===== config.mk =====
export PLATFORM = sky130hd
export DESIGN_NAME = ptw_module
export DESIGN_NICKNAME = d
export VERILOG_FILES = /design/src/rtl/ptw_module.sv
export SDC_FILE = /design/constraint.sdc
export NUM_CORES = 1
export LEC_CHECK = 0
export CORE_ASPECT_RATIO = 1.2
export CORE_MARGIN = 5
export CORE_UTILIZATION = 40
export DETAILED_ROUTE_END_ITERATION = 8
export GPL_ROUTABILITY_DRIVEN = 0
export PLACE_DENSITY = 0.79
export SLEW_MARGIN = 20
export SYNTH_ARGS = -nofsm -noshare
export SYNTH_HDL_FRONTEND = slang
export SYNTH_SLANG_ARGS = --single-unit

===== constraint.sdc =====
create_clock -name clk -period 2.8 [get_ports clk]
set_clock_uncertainty 0.05 [all_clocks]
set_input_delay 0.7 -clock clk [delete_from_list [all_inputs] [get_ports clk]]
set_output_delay 0.7 -clock clk [all_outputs]
set_load 0.01 [all_outputs]

===== src/rtl/ptw_module.sv =====
// rtl/ptw_module.sv - Sv32 two-level page-table walker with PTE-cache probe and refill
module ptw_module #(
    parameter int VADDR_WIDTH = 32,
    parameter int PADDR_WIDTH = 34,
    parameter int PTE_WIDTH   = 32
) (
    input  logic                   clk,
    input  logic                   rst_n,
    input  logic [31:0]            i_csr_satp,
    input  logic                   i_ptw_flush,
    input  logic                   i_ptw_req_vld,
    output logic                   o_ptw_req_rdy,
    input  logic [VADDR_WIDTH-1:0] i_ptw_req_vaddr,
    input  logic                   i_ptw_req_store,
    output logic                   o_ptw_cache_rden,
    output logic [VADDR_WIDTH-1:0] o_ptw_cache_vaddr,
    input  logic                   i_ptw_cache_hit,
    input  logic [PTE_WIDTH+1:0]   i_ptw_cache_rdata,
    output logic                   o_ptw_cache_wren,
    output logic [1:0]             o_ptw_cache_level,
    output logic [PTE_WIDTH-1:0]   o_ptw_cache_pte,
    output logic                   o_ptw_mem_req_vld,
    input  logic                   i_ptw_mem_req_rdy,
    output logic [PADDR_WIDTH-1:0] o_ptw_mem_addr,
    input  logic                   i_ptw_mem_resp_vld,
    input  logic [PTE_WIDTH-1:0]   i_ptw_mem_resp_data,
    input  logic                   i_ptw_mem_resp_err,
    output logic                   o_ptw_resp_vld,
    input  logic                   i_ptw_resp_rdy,
    output logic [PTE_WIDTH-1:0]   o_ptw_resp_pte,
    output logic [1:0]             o_ptw_resp_level,
    output logic                   o_ptw_resp_pf,
    output logic                   o_ptw_resp_af
);

    typedef enum logic [2:0] {
        S_IDLE, S_LOOKUP, S_L1_REQ, S_L1_WAIT, S_L0_REQ, S_L0_WAIT, S_RESP, S_DRAIN
    } state_t;

    state_t      state_q, state_d;
    logic [31:0] vaddr_q;
    logic        store_q;
    logic [21:0] root_ppn_q;
    logic [21:0] l0_ppn_q;
    logic [31:0] resp_pte_q;
    logic [1:0]  resp_level_q;
    logic        resp_pf_q, resp_af_q, wren_q;

    logic        req_accept, load_l0, load_resp, nxt_wren, nxt_pf, nxt_af;
    logic [31:0] nxt_pte;
    logic [1:0]  nxt_level;

    logic        unused_satp_hi;
    assign unused_satp_hi = ^i_csr_satp[31:22];

    // Classification of the PTE returned by memory at the current walk level.
    logic [31:0] mem_pte;
    logic        at_level1, pte_bad, pte_leaf, pte_misaligned, pte_ad_fault, mem_pf, mem_ptr, hit_pf;
    assign mem_pte        = i_ptw_mem_resp_data;
    assign at_level1      = (state_q == S_L1_WAIT);
    assign pte_bad        = !mem_pte[0] || (!mem_pte[1] && mem_pte[2]);
    assign pte_leaf       = mem_pte[1] || mem_pte[3];
    assign pte_misaligned = at_level1 && (mem_pte[19:10] != 10'd0);
    assign pte_ad_fault   = !mem_pte[6] || (store_q && !mem_pte[7]);
    assign mem_pf         = pte_bad || (pte_leaf ? (pte_misaligned || pte_ad_fault) : !at_level1);
    assign mem_ptr        = !pte_bad && !pte_leaf && at_level1;
    assign hit_pf         = !i_ptw_cache_rdata[6] || (store_q && !i_ptw_cache_rdata[7]);

    always_comb begin
        state_d           = state_q;
        req_accept        = 1'b0;
        load_l0           = 1'b0;
        load_resp         = 1'b0;
        nxt_wren          = 1'b0;
        nxt_pf            = 1'b0;
        nxt_af            = 1'b0;
        nxt_pte           = mem_pte;
        nxt_level         = {1'b0, at_level1};
        o_ptw_req_rdy     = 1'b0;
        o_ptw_cache_rden  = 1'b0;
        o_ptw_mem_req_vld = 1'b0;
        o_ptw_mem_addr    = '0;
        o_ptw_resp_vld    = 1'b0;
        case (state_q)
            S_IDLE: begin
                o_ptw_req_rdy = !i_ptw_flush;
                if (i_ptw_req_vld && !i_ptw_flush) begin
                    req_accept = 1'b1;
                    state_d    = S_LOOKUP;
                end
            end
            S_LOOKUP: begin
                o_ptw_cache_rden = 1'b1;
                if (i_ptw_flush) begin
                    state_d = S_IDLE;
                end else if (i_ptw_cache_hit) begin
                    load_resp = 1'b1;
                    nxt_pte   = i_ptw_cache_rdata[31:0];
                    nxt_level = i_ptw_cache_rdata[33:32];
                    nxt_pf    = hit_pf;
                    state_d   = S_RESP;
                end else begin
                    state_d = S_L1_REQ;
                end
            end
            S_L1_REQ, S_L0_REQ: begin
                o_ptw_mem_req_vld = 1'b1;
                o_ptw_mem_addr    = (state_q == S_L1_REQ) ? {root_ppn_q, vaddr_q[31:22], 2'b00}
                                                          : {l0_ppn_q, vaddr_q[21:12], 2'b00};
                if (i_ptw_flush)
                    state_d = i_ptw_mem_req_rdy ? S_DRAIN : S_IDLE;
                else if (i_ptw_mem_req_rdy)
                    state_d = (state_q == S_L1_REQ) ? S_L1_WAIT : S_L0_WAIT;
            end
            S_L1_WAIT, S_L0_WAIT: begin
                // A response arriving with the flush is already consumed, so no drain is needed.
                if (i_ptw_flush) begin
                    state_d = i_ptw_mem_resp_vld ? S_IDLE : S_DRAIN;
                end else if (i_ptw_mem_resp_vld) begin
                    if (i_ptw_mem_resp_err) begin
                        load_resp = 1'b1;
                        nxt_af    = 1'b1;
                        state_d   = S_RESP;
                    end else if (mem_ptr) begin
                        load_l0 = 1'b1;
                        state_d = S_L0_REQ;
                    end else begin
                        load_resp = 1'b1;
                        nxt_pf    = mem_pf;
                        nxt_wren  = !mem_pf;
                        state_d   = S_RESP;
                    end
                end
            end
            S_RESP: begin
                o_ptw_resp_vld = !i_ptw_flush;
                if (i_ptw_flush || i_ptw_resp_rdy)
                    state_d = S_IDLE;
            end
            S_DRAIN: begin
                if (i_ptw_mem_resp_vld)
                    state_d = S_IDLE;
            end
            default: state_d = S_IDLE;
        endcase
    end

    always_ff @(posedge clk or negedge rst_n) begin
        if (!rst_n) begin
            state_q      <= S_IDLE;
            vaddr_q      <= '0;
            store_q      <= 1'b0;
            root_ppn_q   <= '0;
            l0_ppn_q     <= '0;
            resp_pte_q   <= '0;
            resp_level_q <= '0;
            resp_pf_q    <= 1'b0;
            resp_af_q    <= 1'b0;
            wren_q       <= 1'b0;
        end else begin
            state_q <= state_d;
            if (req_accept) begin
                vaddr_q    <= i_ptw_req_vaddr;
                store_q    <= i_ptw_req_store;
                root_ppn_q <= i_csr_satp[21:0];
            end
            if (load_l0)
                l0_ppn_q <= mem_pte[31:10];
            if (load_resp) begin
                resp_pte_q   <= nxt_pte;
                resp_level_q <= nxt_level;
                resp_pf_q    <= nxt_pf;
                resp_af_q    <= nxt_af;
            end
            wren_q <= load_resp && nxt_wren;
        end
    end

    assign o_ptw_cache_vaddr = vaddr_q;
    assign o_ptw_cache_wren  = wren_q && !i_ptw_flush;
    assign o_ptw_cache_level = resp_level_q;
    assign o_ptw_cache_pte   = resp_pte_q;
    assign o_ptw_resp_pte    = resp_pte_q;
    assign o_ptw_resp_level  = resp_level_q;
    assign o_ptw_resp_pf     = resp_pf_q;
    assign o_ptw_resp_af     = resp_af_q;

endmodule


Word level (Yosys, flattened, before mapping)
Index checks and enable logic that the tools add are counted.
- register bits: 117
- logic and storage cells: 112
- input bits: 140
- memory bits (writable): 0
- memory bits (read-only): 0
- latch bits: 0
- memories: 0
- output and inout port bits: 141
- shift operators: 0
- reductions and logical operators: 32
- bitwise operators: 0
- mux-type cells: 58
- divide/modulo/power cells: 0
- multiply operators: 0
- add/sub/neg operators: 0
- equal/unequal tests: 12
- $lt $le $gt $ge: 0
- operators with widths (kind ; count):
    $mux 32 ; 3
    $mux 34 ; 2
    $mux 3 ; 12
    $mux 1 ; 33
    $pmux 3 s6 ; 1
    $eq 3x3->1 const B ; 4
    $logic_not 1->1 ; 11
    $mux 2 ; 5
    $reduce_bool 10->1 ; 1
    $logic_and 1x1->1 ; 9
    $logic_or 1x1->1 ; 7
    $eq 3x2->1 const B ; 2
    $ne 2x2->1 const B ; 3
    $ne 3x3->1 const B ; 2
    $reduce_and 5->1 ; 1
    $pmux 1 s2 ; 2
    $reduce_or 2->1 ; 2
    $eq 3x1->1 const B ; 1
    $logic_not 3->1 ; 1

Longest topological paths before layout
- word-level depth: 13
- depth in mapped cells: 8
- gate-level depth less buffers: 5

Least setup slack after synthesis
No wires, ideal clock.
- path kind: register to output
- start point: register state_q[1]
- end point: output o_ptw_mem_addr[10]
- required time: 2.050 ns
- path buffers: 2
- arrival: 1.526 ns
- slack: 0.524 ns
- stages on the path, launching flop included: 7
- cells stage by stage: dfrtp_1 -> buf_2 -> inv_1 -> nor3_1 -> clkbuf_1 -> nand2_1 -> a21oi_1
- cells in the longest elaborated chain, start to end: 3
- elaborated cells on any way between the ends: 5
- classes of those cells: eq/ne (2); mux (2); reduce/logical (1)
- ends and longest elaborated chain (what ; line ; text):
    start, declared ; 40 ; state_t state_q, state_d;
    start signal, assigned ; 161 ; state_q <= state_d;
    $eq 3x2->1 / $eq 3x3->1 (equally long branches) ; 84, 108 ;
    $mux 34 / $reduce_or 2->1 (equally long branches) ; 108, 84 ;
    $mux 34 * ; 84 ; case (state_q)
    end, declared ; 24 ; output logic [PADDR_WIDTH-1:0] o_ptw_mem_addr,
Mark *: on every way between the ends. The rest lies on a longest branch, timed or not.

Worst setup path in the final report
- start point: register state_q[1]
- end point: output o_ptw_mem_addr[27]
The elaborated chain is that of the path after synthesis.

==> metrics.log <==
[metrics] outcome: completed
[metrics] register bit total from synthesis: 117
[metrics] worst min-delay path class: in2async
[metrics] Post-synth EDFFs: 0
[metrics] leading cell types in the layout, fill and taps excluded: 232 x sky130_fd_sc_hd__clkdlybuf4s50_1, 131 x sky130_fd_sc_hd__nand2_1, 116 x sky130_fd_sc_hd__dfrtp_1, 58 x sky130_fd_sc_hd__mux2_2, 38 x sky130_fd_sc_hd__nor2_1
[metrics] vertical die dimension: 142 um
[metrics] synthesized-area fraction occupied by xor and xnor cells: 0.282%
[metrics] effective utilization at floorplan: 40.4%
[metrics] clock transition at the registers of the reported paths: ~60 ps
[metrics] number of filler instances in the final layout: 1,145
[metrics] remaining design rule violation count: 0
[metrics] number of buffers on the longest clock path: 2
[metrics] part of the power in the clock network: 22.9%
[metrics] dominant synthesized flop cell: sky130_fd_sc_hd__dfrtp_1
[metrics] largest net degree at the start of global routing: 53
[metrics] final antenna diode count: 0
[metrics] Synth warnings: 0
[metrics] CTS Root Buffer Type: sky130_fd_sc_hd__clkbuf_16
[metrics] net load switching power: 3.22 mW
[metrics] count of nets after finishing: 963
[metrics] cell area after technology mapping: 5780 um2
[metrics] cell class contributing the biggest share of worst-path delay: buffers and inverters
[metrics] Worst path max stage delay: 390 ps
[metrics] Finish-stage setup viols: 0
[metrics] mean instance size in the synthesized netlist: 10.2 um2
[metrics] number of unique standard cell types used by synthesis: 41
[metrics] switching power share of the total: 33.5%
[metrics] first-pass GRT wire length: 28.5 mm
[metrics] TritonCTS clock tree: yes
[metrics] Worst Path Arrival: 2000 ps
[metrics] Min Hold Slack: about 180 ps
[metrics] Cells after Synth: 568
[metrics] CP Launch Type: flop
[metrics] number of vias per cell after detailed routing: 5.12
[metrics] Post-Place Cell Area: 8580 um2
[metrics] input/output buffers: 268
[metrics] total power density per cell area: just over 1000 nW/um2
[metrics] share of final-layout standard cells stronger than drive strength 1: 19.4%
[metrics] multiplexer share of the synthesized area: 16.8%
[metrics] Clock Sinks: 117
[metrics] fin. max-slew vios: 0
[metrics] worst IR drop on VDD: between 0.8 and 0.9 mV
[metrics] DRT Wirelength: 18.7 mm
[metrics] fraction of registers with async set/reset: 100%
[metrics] largest fanout on the critical path: 16
[metrics] Routed WL per cell: 18.4 um
[metrics] number of rows created at floorplan: 48
[metrics] total power after layout: 9.60 mW
[metrics] remaining global-route overflow: 0
[metrics] All-Layer GR Usage: 21.6%
[metrics] Internal Pwr Total: 6.38 mW
[metrics] area of all placed cells without fillers: 9340 um2
[metrics] Horiz. Die Dim: 120 um
[metrics] dominant combinational cell family by area after synthesis: multiplexers
[metrics] count of hold buffers inserted by post-cts repair: 0
[metrics] fraction of power consumed by sequential logic: between 30% and 40%
[metrics] commonest non-fill, non-tap cell in the layout: sky130_fd_sc_hd__clkdlybuf4s50_1
[metrics] compound-cell area share of the yosys netlist: a little under a tenth
[metrics] area fraction in and, or, nand and nor cells after synthesis: 14.4%
[metrics] # IOs: 281
[metrics] antenna violations before repair: 0
[metrics] total via count in the routed design: ~5,200
[metrics] antenna-violating nets left: 0
[metrics] shortest period the worst path allows: 2750 ps
[metrics] count of H-tree levels built during CTS: 4
[metrics] total iterations of the first detailed-routing run: 4
[metrics] final period utilization: 98.3%
[metrics] adder-cell share of the synthesized area: 0%
[metrics] Clock Latency Late Sink: approximately 410 ps
[metrics] number of failing hold endpoints at the final stage: 0
[metrics] Core Area: around 14,000 um2
[metrics] dominant cell type by count on the critical path: sky130_fd_sc_hd__buf_4
[metrics] total leakage power: between 4 and 5 nW
[metrics] detailed placer's ending HPWL: between 10 and 15 mm
[metrics] post-synthesis sequential area ratio: 50.7%
[metrics] number of max-cap violations: 0
[metrics] DR iter-0 viols: between 200 and 300
[metrics] Buffers & Inverters on Critical Path: 4
[metrics] CTS Buf Count: 17
[metrics] share of power burned in combinational logic: between 40% and 50%
[metrics] Data required, critical path: 2050 ps
[metrics] Max Clock Freq: 363 MHz
[metrics] area of the die: 17,000 um2
[metrics] via count of the first global-routing pass: 5,295
[metrics] category of the critical setup timing path: reg2out
[metrics] critical-path cell list: buf_4, xor2_2, nand2_2, buf_4, clkbuf_16, a21oi_1, dlygate4sd2_1
[metrics] slowest library cell on the worst path: sky130_fd_sc_hd__dfrtp_1
[metrics] Setup TNS: 0 ps
[metrics] layout overhead on the synthesized area: 61.7%
[metrics] Worst Setup End Kind: primary output
==> logic make-up (layout without fill, tap and decap cells) <==
family          after synthesis  after routing
xor+xnor                      1              1
other cells                   1              2
mux                          80             80
simple gates                197            197
flops                       117            117
compound gates               90             90
buf+inv                      82            349
==> timing repair <==
item                       in CTS  in global routing
pin swaps                       0                  1
setup endpoints to repair      33                 25
buffers inserted                3                  2
gates resized for setup        15                 32
cloned                          0                  2
==> routing by layer <==
metal | vias to the layer above | global-route usage [%] | wire length [um]
li1 | 2424 | - | -
met1 | 2488 | 25.8 | 7330
met2 | 217 | 35.1 | 9270
met3 | 44 | 7.10 | 1420
met4 | 0 | 10.6 | 635
met5 | - | 0 | 0
==> synthesized netlist by cell type, types with 2 or more instances <==
library cell	instances	area, um2
sky130_fd_sc_hd__nand2_1	132	495
sky130_fd_sc_hd__dfrtp_1	117	2930
sky130_fd_sc_hd__mux2_2	58	653
sky130_fd_sc_hd__nor2_1	38	143
sky130_fd_sc_hd__buf_4	37	278
sky130_fd_sc_hd__a21oi_1	36	180
sky130_fd_sc_hd__a31oi_1	35	219
sky130_fd_sc_hd__clkbuf_1	22	82.6
sky130_fd_sc_hd__mux2_4	20	300
sky130_fd_sc_hd__inv_1	10	37.5
sky130_fd_sc_hd__buf_2	9	45.0
sky130_fd_sc_hd__o21ai_0	6	30.0
sky130_fd_sc_hd__nor3_1	5	25.0
sky130_fd_sc_hd__buf_6	4	45.0
sky130_fd_sc_hd__nor4_1	4	25.0
sky130_fd_sc_hd__nand3_1	3	15.0
sky130_fd_sc_hd__o211ai_1	3	22.5
sky130_fd_sc_hd__a22o_1	2	17.5
sky130_fd_sc_hd__mux2i_1	2	20.0
sky130_fd_sc_hd__nand2_2	2	12.5
sky130_fd_sc_hd__nor2b_1	2	12.5
sky130_fd_sc_hd__or3_1	2	12.5
==> flip-flops by register name, indices dropped and copies added (netlist names) <==
signal / flops
o_ptw_cache_level: 2
state_q: 3
l0_ppn_q: 22
o_ptw_cache_pte: 32
o_ptw_resp_af: 1
root_ppn_q: 22
o_ptw_cache_vaddr: 32
o_ptw_resp_pf: 1
store_q: 1
wren_q: 1
==> worst reg2reg max path: cells and delay by family (launching register included) <==
kind | cells | cell delay [ps]
AOI/OAI and AO/OA | 2 | 130
and+or+nand+nor | 3 | 670
buffers and inverters | 4 | 680
DFF | 1 | 460
==> layout make-up <==
| cell class | instances | area [um2] | area share (%) |
|---|---|---|---|
| inverter | 10 | 37.5 | 0.402 |
| sequential | 117 | 2930 | 31.4 |
| timing repair buffer | 307 | 3160 | 33.9 |
| clock buffer | 19 | 443 | 4.74 |
| tap | 175 | 219 | 2.34 |
| clock inverter | 13 | 158 | 1.69 |
| multi-input combinational | 370 | 2390 | 25.6 |
==> per-stage QoR <==
stage / instances / utilization (%) / worst slack, ps
floorplan: 569 / - / 524
CTS: 1007 / 64.4 / -159
global placement: 972 / 60.0 / -37.2
detailed placement: 972 / 60.0 / -65.9
finish: 1011 / 65.4 / 47.2
global route: 1011 / 65.4 / -6.03
==> final timing paths <==
path,startpoint,end,slack (ps),cells past startpoint
min in group clk,root_ppn_q[15],root_ppn_q[15],450,1
max reg2reg,state_q[2],o_ptw_cache_pte[0],660,9
max in group asynchronous,rst_n,o_ptw_cache_vaddr[19],1910,2
min reg2reg,root_ppn_q[15],root_ppn_q[15],450,1
max,state_q[1],o_ptw_mem_addr[27],50,7
min,rst_n,o_ptw_cache_pte[21],180,1
==> power groups by stage <==
| stage | Combinational, mW | Sequential [mW] | Clock [mW] |
|---|---|---|---|
| 4_1_cts | 4.44 | 2.88 | 2.25 |
| 5_1_grt | 4.86 | 2.99 | 2.33 |
| 6_report | 4.52 | 2.88 | 2.20 |
| 3_3_place_gp | 4.31 | 2.87 | 0 |
| 3_5_place_dp | 4.37 | 2.90 | 0 |
| 2_1_floorplan | 2.02 | 3.02 | 0 |
Note: power is estimated with default switching activity, not from simulation.
